==> src/rtl/sigma_launch_buffer.sv <==
// Two-entry ping-pong buffer carrying error-locator polynomials from KES into Chien search.
// Each sigma is launched with a one-cycle start pulse and held stable until Chien reports done.
module sigma_launch_buffer #(
    parameter int W     = 10,
    parameter int T     = 11,
    parameter int TAG_W = 4
) (
    input  logic                 clk_i,
    input  logic                 rst_ni,
    input  logic                 kes_valid_i,
    output logic                 kes_ready_o,
    input  logic [(T+1)*W-1:0]   kes_sigma_i,
    input  logic [TAG_W-1:0]     kes_tag_i,
    input  logic                 flush_i,
    output logic                 start_o,
    output logic                 sigma_valid_o,
    output logic [(T+1)*W-1:0]   sigma_low_o,
    output logic [TAG_W-1:0]     tag_o,
    input  logic                 chien_done_i,
    output logic                 busy_o,
    output logic [1:0]           occupancy_o,
    output logic                 proto_err_o
);

    localparam int SW = (T + 1) * W;

    typedef enum logic [1:0] {
        S_IDLE   = 2'd0,
        S_LAUNCH = 2'd1,
        S_WAIT   = 2'd2
    } state_t;

    state_t             r_state;
    state_t             w_state_nxt;
    logic [1:0]         r_count;
    logic               r_wr_ptr;
    logic               r_rd_ptr;
    logic               r_proto_err;
    logic [SW-1:0]      r_sigma [2];
    logic [TAG_W-1:0]   r_tag   [2];
    logic               w_push;
    logic               w_pop;

    assign kes_ready_o = (r_count != 2'd2) && !flush_i;
    assign w_push      = kes_valid_i && kes_ready_o;
    assign w_pop       = (r_state == S_WAIT) && chien_done_i && !flush_i;

    always_comb begin
        w_state_nxt = r_state;
        case (r_state)
            S_IDLE:   if (r_count != 2'd0) w_state_nxt = S_LAUNCH;
            S_LAUNCH: w_state_nxt = S_WAIT;
            S_WAIT:   if (chien_done_i) w_state_nxt = S_IDLE;
            default:  w_state_nxt = S_IDLE;
        endcase
        if (flush_i) w_state_nxt = S_IDLE;
    end

    always_ff @(posedge clk_i or negedge rst_ni) begin
        if (!rst_ni) begin
            r_state     <= S_IDLE;
            r_count     <= 2'd0;
            r_wr_ptr    <= 1'b0;
            r_rd_ptr    <= 1'b0;
            r_proto_err <= 1'b0;
        end else begin
            r_state     <= w_state_nxt;
            // A done outside WAIT is a Chien protocol slip; flush masks it.
            r_proto_err <= chien_done_i && !flush_i && (r_state != S_WAIT);
            if (flush_i) begin
                r_count  <= 2'd0;
                r_wr_ptr <= 1'b0;
                r_rd_ptr <= 1'b0;
            end else begin
                if (w_push) r_wr_ptr <= ~r_wr_ptr;
                if (w_pop)  r_rd_ptr <= ~r_rd_ptr;
                case ({w_push, w_pop})
                    2'b10:   r_count <= r_count + 2'd1;
                    2'b01:   r_count <= r_count - 2'd1;
                    default: r_count <= r_count;
                endcase
            end
        end
    end

    // Storage is data only; its contents are never observed while count is zero.
    always_ff @(posedge clk_i) begin
        if (w_push) begin
            r_sigma[r_wr_ptr] <= kes_sigma_i;
            r_tag[r_wr_ptr]   <= kes_tag_i;
        end
    end

    assign start_o       = (r_state == S_LAUNCH);
    assign sigma_valid_o = (r_state == S_LAUNCH);
    assign busy_o        = (r_state == S_WAIT);
    assign occupancy_o   = r_count;
    assign proto_err_o   = r_proto_err;
    assign sigma_low_o   = (r_count != 2'd0) ? r_sigma[r_rd_ptr] : '0;
    assign tag_o         = (r_count != 2'd0) ? r_tag[r_rd_ptr]   : '0;

    // Lambda0 of a valid locator polynomial is never zero.
    always @(posedge clk_i) begin
        if (rst_ni && start_o)
            assert (sigma_low_o[W-1:0] != '0)
            else $warning("sigma_launch_buffer: launched sigma has lambda0 == 0");
    end

endmodule

==> config.mk <==
export PLATFORM = sky130hd
export DESIGN_NAME = sigma_launch_buffer
export DESIGN_NICKNAME = d
export VERILOG_FILES = /design/src/rtl/sigma_launch_buffer.sv
export SDC_FILE = /design/constraint.sdc
export NUM_CORES = 1
export LEC_CHECK = 0
export BUFFER_PORTS_ARGS = -buffer_cell sky130_fd_sc_hd__buf_2
export CAP_MARGIN = 15
export CORE_ASPECT_RATIO = 0.75
export CORE_MARGIN = 2
export CORE_UTILIZATION = 55
export CTS_CLUSTER_SIZE = 12
export DETAILED_ROUTE_END_ITERATION = 7
export PLACE_DENSITY = 0.83
export SKIP_LAST_GASP = 1
export SLEW_MARGIN = 20
export SYNTH_ARGS = -nofsm -noshare
export SYNTH_HDL_FRONTEND = slang
export SYNTH_SLANG_ARGS = --single-unit
==> constraint.sdc <==
create_clock -name clk_i -period 13.82 [get_ports clk_i]
set_input_delay 2.764 -clock clk_i [delete_from_list [all_inputs] [get_ports clk_i]]
set_output_delay 2.764 -clock clk_i [all_outputs]
set_load 0.01 [all_outputs]
# Word-level counts from Yosys, hierarchy flattened
# Memory sizes are Yosys's and may differ from the RTL's.
# Cells that the tools add are included.
[totals]
reg_bits = 7
ram_bits = 248
in_bits = 129
out_inout_bits = 131
word_cells = 46
n_memories = 2
[mem_list]
columns = ["name", "words", "width", "rd", "rd_clocked_by_memory_dff", "write_ports", "line_no", "text"]
rows = [
  ["r_sigma", 2, 120, 1, 0, 1, "39", "logic [SW-1:0] r_sigma [2];"],
  ["r_tag", 2, 4, 1, 0, 1, "40", "logic [TAG_W-1:0] r_tag [2];"],
]
[op_classes]
addsub = 2
eq_ne = 8
mux = 14
n_bitwise = 2
reduce_logical = 13
[ops]
columns = ["op", "n"]
rows = [
  ["two-way mux 120 bit", 1],
  ["two-way mux 2 bit", 4],
  ["logical AND 1 bit", 6],
  ["two-way mux 1 bit", 6],
  ["!= test 3 bit, second input constant", 2],
  ["one-hot mux 2 bit (3 select lines)", 1],
  ["nonzero test 2 bit", 3],
  ["equality test 2 x 1 -> 1 bit, second input constant", 2],
  ["equality test 2 bit, second input constant", 2],
  ["two-way mux 4 bit", 1],
  ["!= test 2 bit, second input constant", 2],
  ["one-hot mux 2 bit (2 select lines)", 1],
  ["nonzero test 3 bit", 1],
  ["adder 2 x 1 -> 2 bit, second input constant", 1],
  ["zero test 2 bit", 1],
  ["inverter 1 bit", 2],
  ["AND reduction 2 bit", 1],
  ["subtractor 2 x 1 -> 2 bit, second input constant", 1],
  ["zero test 1 bit", 1],
]

# Depth between registers and ports, before layout
[depth]
word_depth = 6
depth_mapped = 5
ltp_nobuf = 3

# Worst setup path after synthesis
# OpenSTA, ideal clock, no wires.
[synth_timing]
path_kind = "in2reg"
from = "in flush_i"
to = "mem r_sigma[0][0] in the netlist's numbering (enable)"
setup_time_ps = 608
t_arrival_ps = 8370
required_time_ps = 13212
path_slack_ps = 4842
cell_stages = 3
path_buffers = 1
cell_sequence = "clkbuf_1 -> a211o_1 -> nor2_1"
[synth_between]
elab_chain_cells = 5
[synth_lines]
columns = ["item", "line_no", "text"]
rows = [
  ["start: declaration", "14", "input logic flush_i,"],
  ["zero test 1 bit", "44", "assign kes_ready_o = (r_count != 2'd2) && !flush_i;"],
  ["logical AND 1 bit", "44", ""],
  ["logical AND 1 bit", "45", "assign w_push = kes_valid_i && kes_ready_o;"],
  ["two-way mux 1 bit", "88", "if (w_push) begin"],
  ["two-way mux 1 bit (not written as such)", "89", "r_sigma[r_wr_ptr] <= kes_sigma_i;"],
  ["end: declaration", "39", ""],
]
# Every way passes these cells.

# Final worst setup path
[layout_timing]
from = "in flush_i"
to = "out kes_ready_o"
[layout_between]
elab_chain_cells = 2
[layout_lines]
columns = ["item", "line_no", "text"]
rows = [
  ["zero test 1 bit", "44", ""],
  ["logical AND 1 bit", "44", ""],
  ["end: declaration", "11", "output logic kes_ready_o,"],
]
# Every way passes these cells.

==> impl_metrics.toml <==
[critical_path]
crit_buf_inv = 2
launching_element_type_of_the_critical_path = "primary input"
critical_path.cell_chain = "buf_2 > a21oi_1 > buf_2"
slowest_delay_ns = 0.21
critical_path_arrival_ns = 3.33
critical_path.top_delay_family = "buffers and inverters"
crit_type = "in2out"
required_time_of_the_critical_path_ns = 11.06
cpMostUsedCell = "sky130_fd_sc_hd__buf_2"
worst_setup_path_end_kind = "output pin"
cpMaxStageDelayCell = "sky130_fd_sc_hd__a21oi_1"
timing.critical_path.fanout_max = 9

[routing]
detail_route.vias_per_cell = 5.11
detailedRoute.firstIterationViolations = 314
drt_wl_total_mm = 18.4
postRouteAntennaNets = 0
routedWlPerCell_um = 17.0
firstDrtPassIters = 6
via_count = 5536
final_routed_drc_violation_total = 0

[floorplanning]
i_o_pin_total = 260
fp.dieArea_um2 = 18700
num_rows = 42
dieWidth_um = 157
floorplan.die.height_um = 119
core_area_um2 = 17400
initial_core_util_pct = 55.7

[finish]
nFillCells = 1179
syn_to_final_growth_pct = 23.4
regArea_um2 = 7630
layout.core_utilization_pct = 68.7
insertedDiodeCount = 0
multi_input_area_um2 = 1900
nets = 956
post_route_cells_drive_above_1_share_pct = 35.9

[cts]
cts_tree = "built"
clock-root-buffer = "sky130_fd_sc_hd__clkbuf_16"
clk_path_buf_depth = 3
cts.clk_slew.worst_paths_ns = 0.06
cts_max_level = 1
cts.hold.buffers_added = 0
cts.repair.resized = 0
cts_buffers = 26
clock-sinks = 255
insertion_delay_ns = 0.51
cts.repair_timing.setup_buffer_count = 0

[hold_path]
worst_hold_path_type = "reg2reg"

[timing]
min_period_ns = 6.09
post-route-period-util_pct = 44.1
finalMaxSlewViolations = 0
fin_setup_tns_ns = 0
clock_skew_ns = 0.00864
timing.max_slew.rel_slack_pct = 29.3
maxClockFrequency_ghz = 0.164
tightestPinTransition_ns = 1.06
finalSetupViolations = 0
grt_setup_unrepaired = "no"
report.final.hold_viol_count = 0

[logic_synthesis]
synthCells = 564
syn-cell-area_um2 = 9710
yosys-top-cells-count = "sky130_fd_sc_hd__edfxtp_1 (248), sky130_fd_sc_hd__nor2_1 (128), sky130_fd_sc_hd__mux2i_1 (126)"
synth-seq-area-share_pct = 78.5
synth-async-reset-ratio_pct = 2.75
synth_top_flop_cell = "sky130_fd_sc_hd__edfxtp_1"
yosys_register_bits = 255
number_of_enable_flip_flop_cells_after_synthesis = 248
syn-num-nets = 693
ys_types = 25
netlist.area_leader.share_pct = 76.7
ys_warn_count = 0
synth.top_cells.by_area = "sky130_fd_sc_hd__edfxtp_1 (77%), sky130_fd_sc_hd__mux2i_1 (13%), sky130_fd_sc_hd__nor2_1 (4.9%)"
syn_area_per_cell_um2 = 17.2
netlist.top_cell.by_area = "sky130_fd_sc_hd__edfxtp_1"
synth_most_common_cell = "sky130_fd_sc_hd__edfxtp_1"

[placement]
io_buffers = 259
routabilityCongestion = 0.733
hpwl_mm = 11.8

[global_routing]
grt.overflow.total = 0
first_pass_grt_wire_length_mm = 27.8
pin_count_of_the_biggest_net_entering_global_routing = 81
grt_antenna_before_repair = 1
grt_use_total_pct = 19.1
via_count_of_the_first_global_routing_pass = 5533

[outcome]
status = "finished clean"

[power]
power_per_cell_area_nw_per_um2 = 147
worst_ir_drop_vdd_mv = 0.118
static_leakage_nw = 4.48

[job]
max-cap-violations = 0
## kinds of logic (layout without fill, tap and decap cells)
| group | Yosys count | in the layout | synth area share [%] |
|---|---|---|---|
| compound gates | 7 | 7 | 0.541 |
| xor+xnor | 1 | 1 | 0.0902 |
| buf+inv | 35 | 313 | 2.15 |
| flops | 255 | 255 | 78.5 |
| mux | 126 | 126 | 13.0 |
| simple gates | 140 | 140 | 5.73 |
## per-stage QoR
stage / setup slack, ns / instance area, um^2 / power, mW / std cells / hold slack [ns]
2_1_floorplan: 4.84 / 9710 / 1.04 / 564 / 0.431
3_3_place_gp: 7.80 / 11200 / 1.12 / 1041 / 0.450
3_5_place_dp: 7.78 / 11200 / 1.13 / 1041 / 0.459
4_1_cts: 7.73 / 12000 / 1.78 / 1084 / 0.468
5_1_grt: 7.71 / 12000 / 1.83 / 1084 / 0.502
6_report: 7.73 / 12000 / 1.76 / 1084 / 0.463
## path summary, 6_finish.rpt
path | endpoint | startpoint | slack (ns) | depth (start not counted)
setup / recovery | kes_ready_o | flush_i | 7.73 | 3
hold / removal | r_state[0] | r_state[0] | 0.46 | 1
setup reg to reg | r_sigma[1][87] | occupancy_o[0] | 11.06 | 4
hold reg to reg | r_state[0] | r_state[0] | 0.46 | 1
max in group asynchronous | r_rd_ptr | rst_ni | 11.56 | 1
min in group asynchronous | occupancy_o[0] | rst_ni | 2.08 | 1
## cell usage in the layout, fill, tap and decap left out, drive strengths merged, types with 4 or more instances in the layout
cell	n
buf	266
clkbuf	38
dfrtp	7
edfxtp	248
inv	4
mux2i	126
nor2	129
## metal layers
layer  GRT usage [%]  share of wire [%]  vias to the layer above
met4            6.48                3.1                        2
met1            22.1                 38                     2642
met2            33.3                 48                      226
met5               0              0.071                        -
li1                -                  -                     2622
met3            6.55                 10                       44
## power breakdown
part	internal, mW	switching, mW	leakage (nW)
combinational	0.0781	0.130	1.74
clock	0.393	0.257	0.377
sequential	0.894	0.0116	2.36
total	1.36	0.399	4.48
## layout make-up
cell class	instances	area share [%]
Clock buffer	38	5.98
Timing Repair Buffer	266	11.3
Sequential cell	255	63.6
Tap cell	242	2.53
Inverter	4	0.125
Clock inverter	5	0.627
Multi-Input combinational cell	274	15.8
## sequential cells by signal (all words and copies together) (netlist names)
name	cells
r_state	2
r_rd_ptr	1
occupancy_o	2
r_sigma	240
proto_err_o	1
r_tag	8
r_wr_ptr	1
Power figures use the tool's default switching activity.
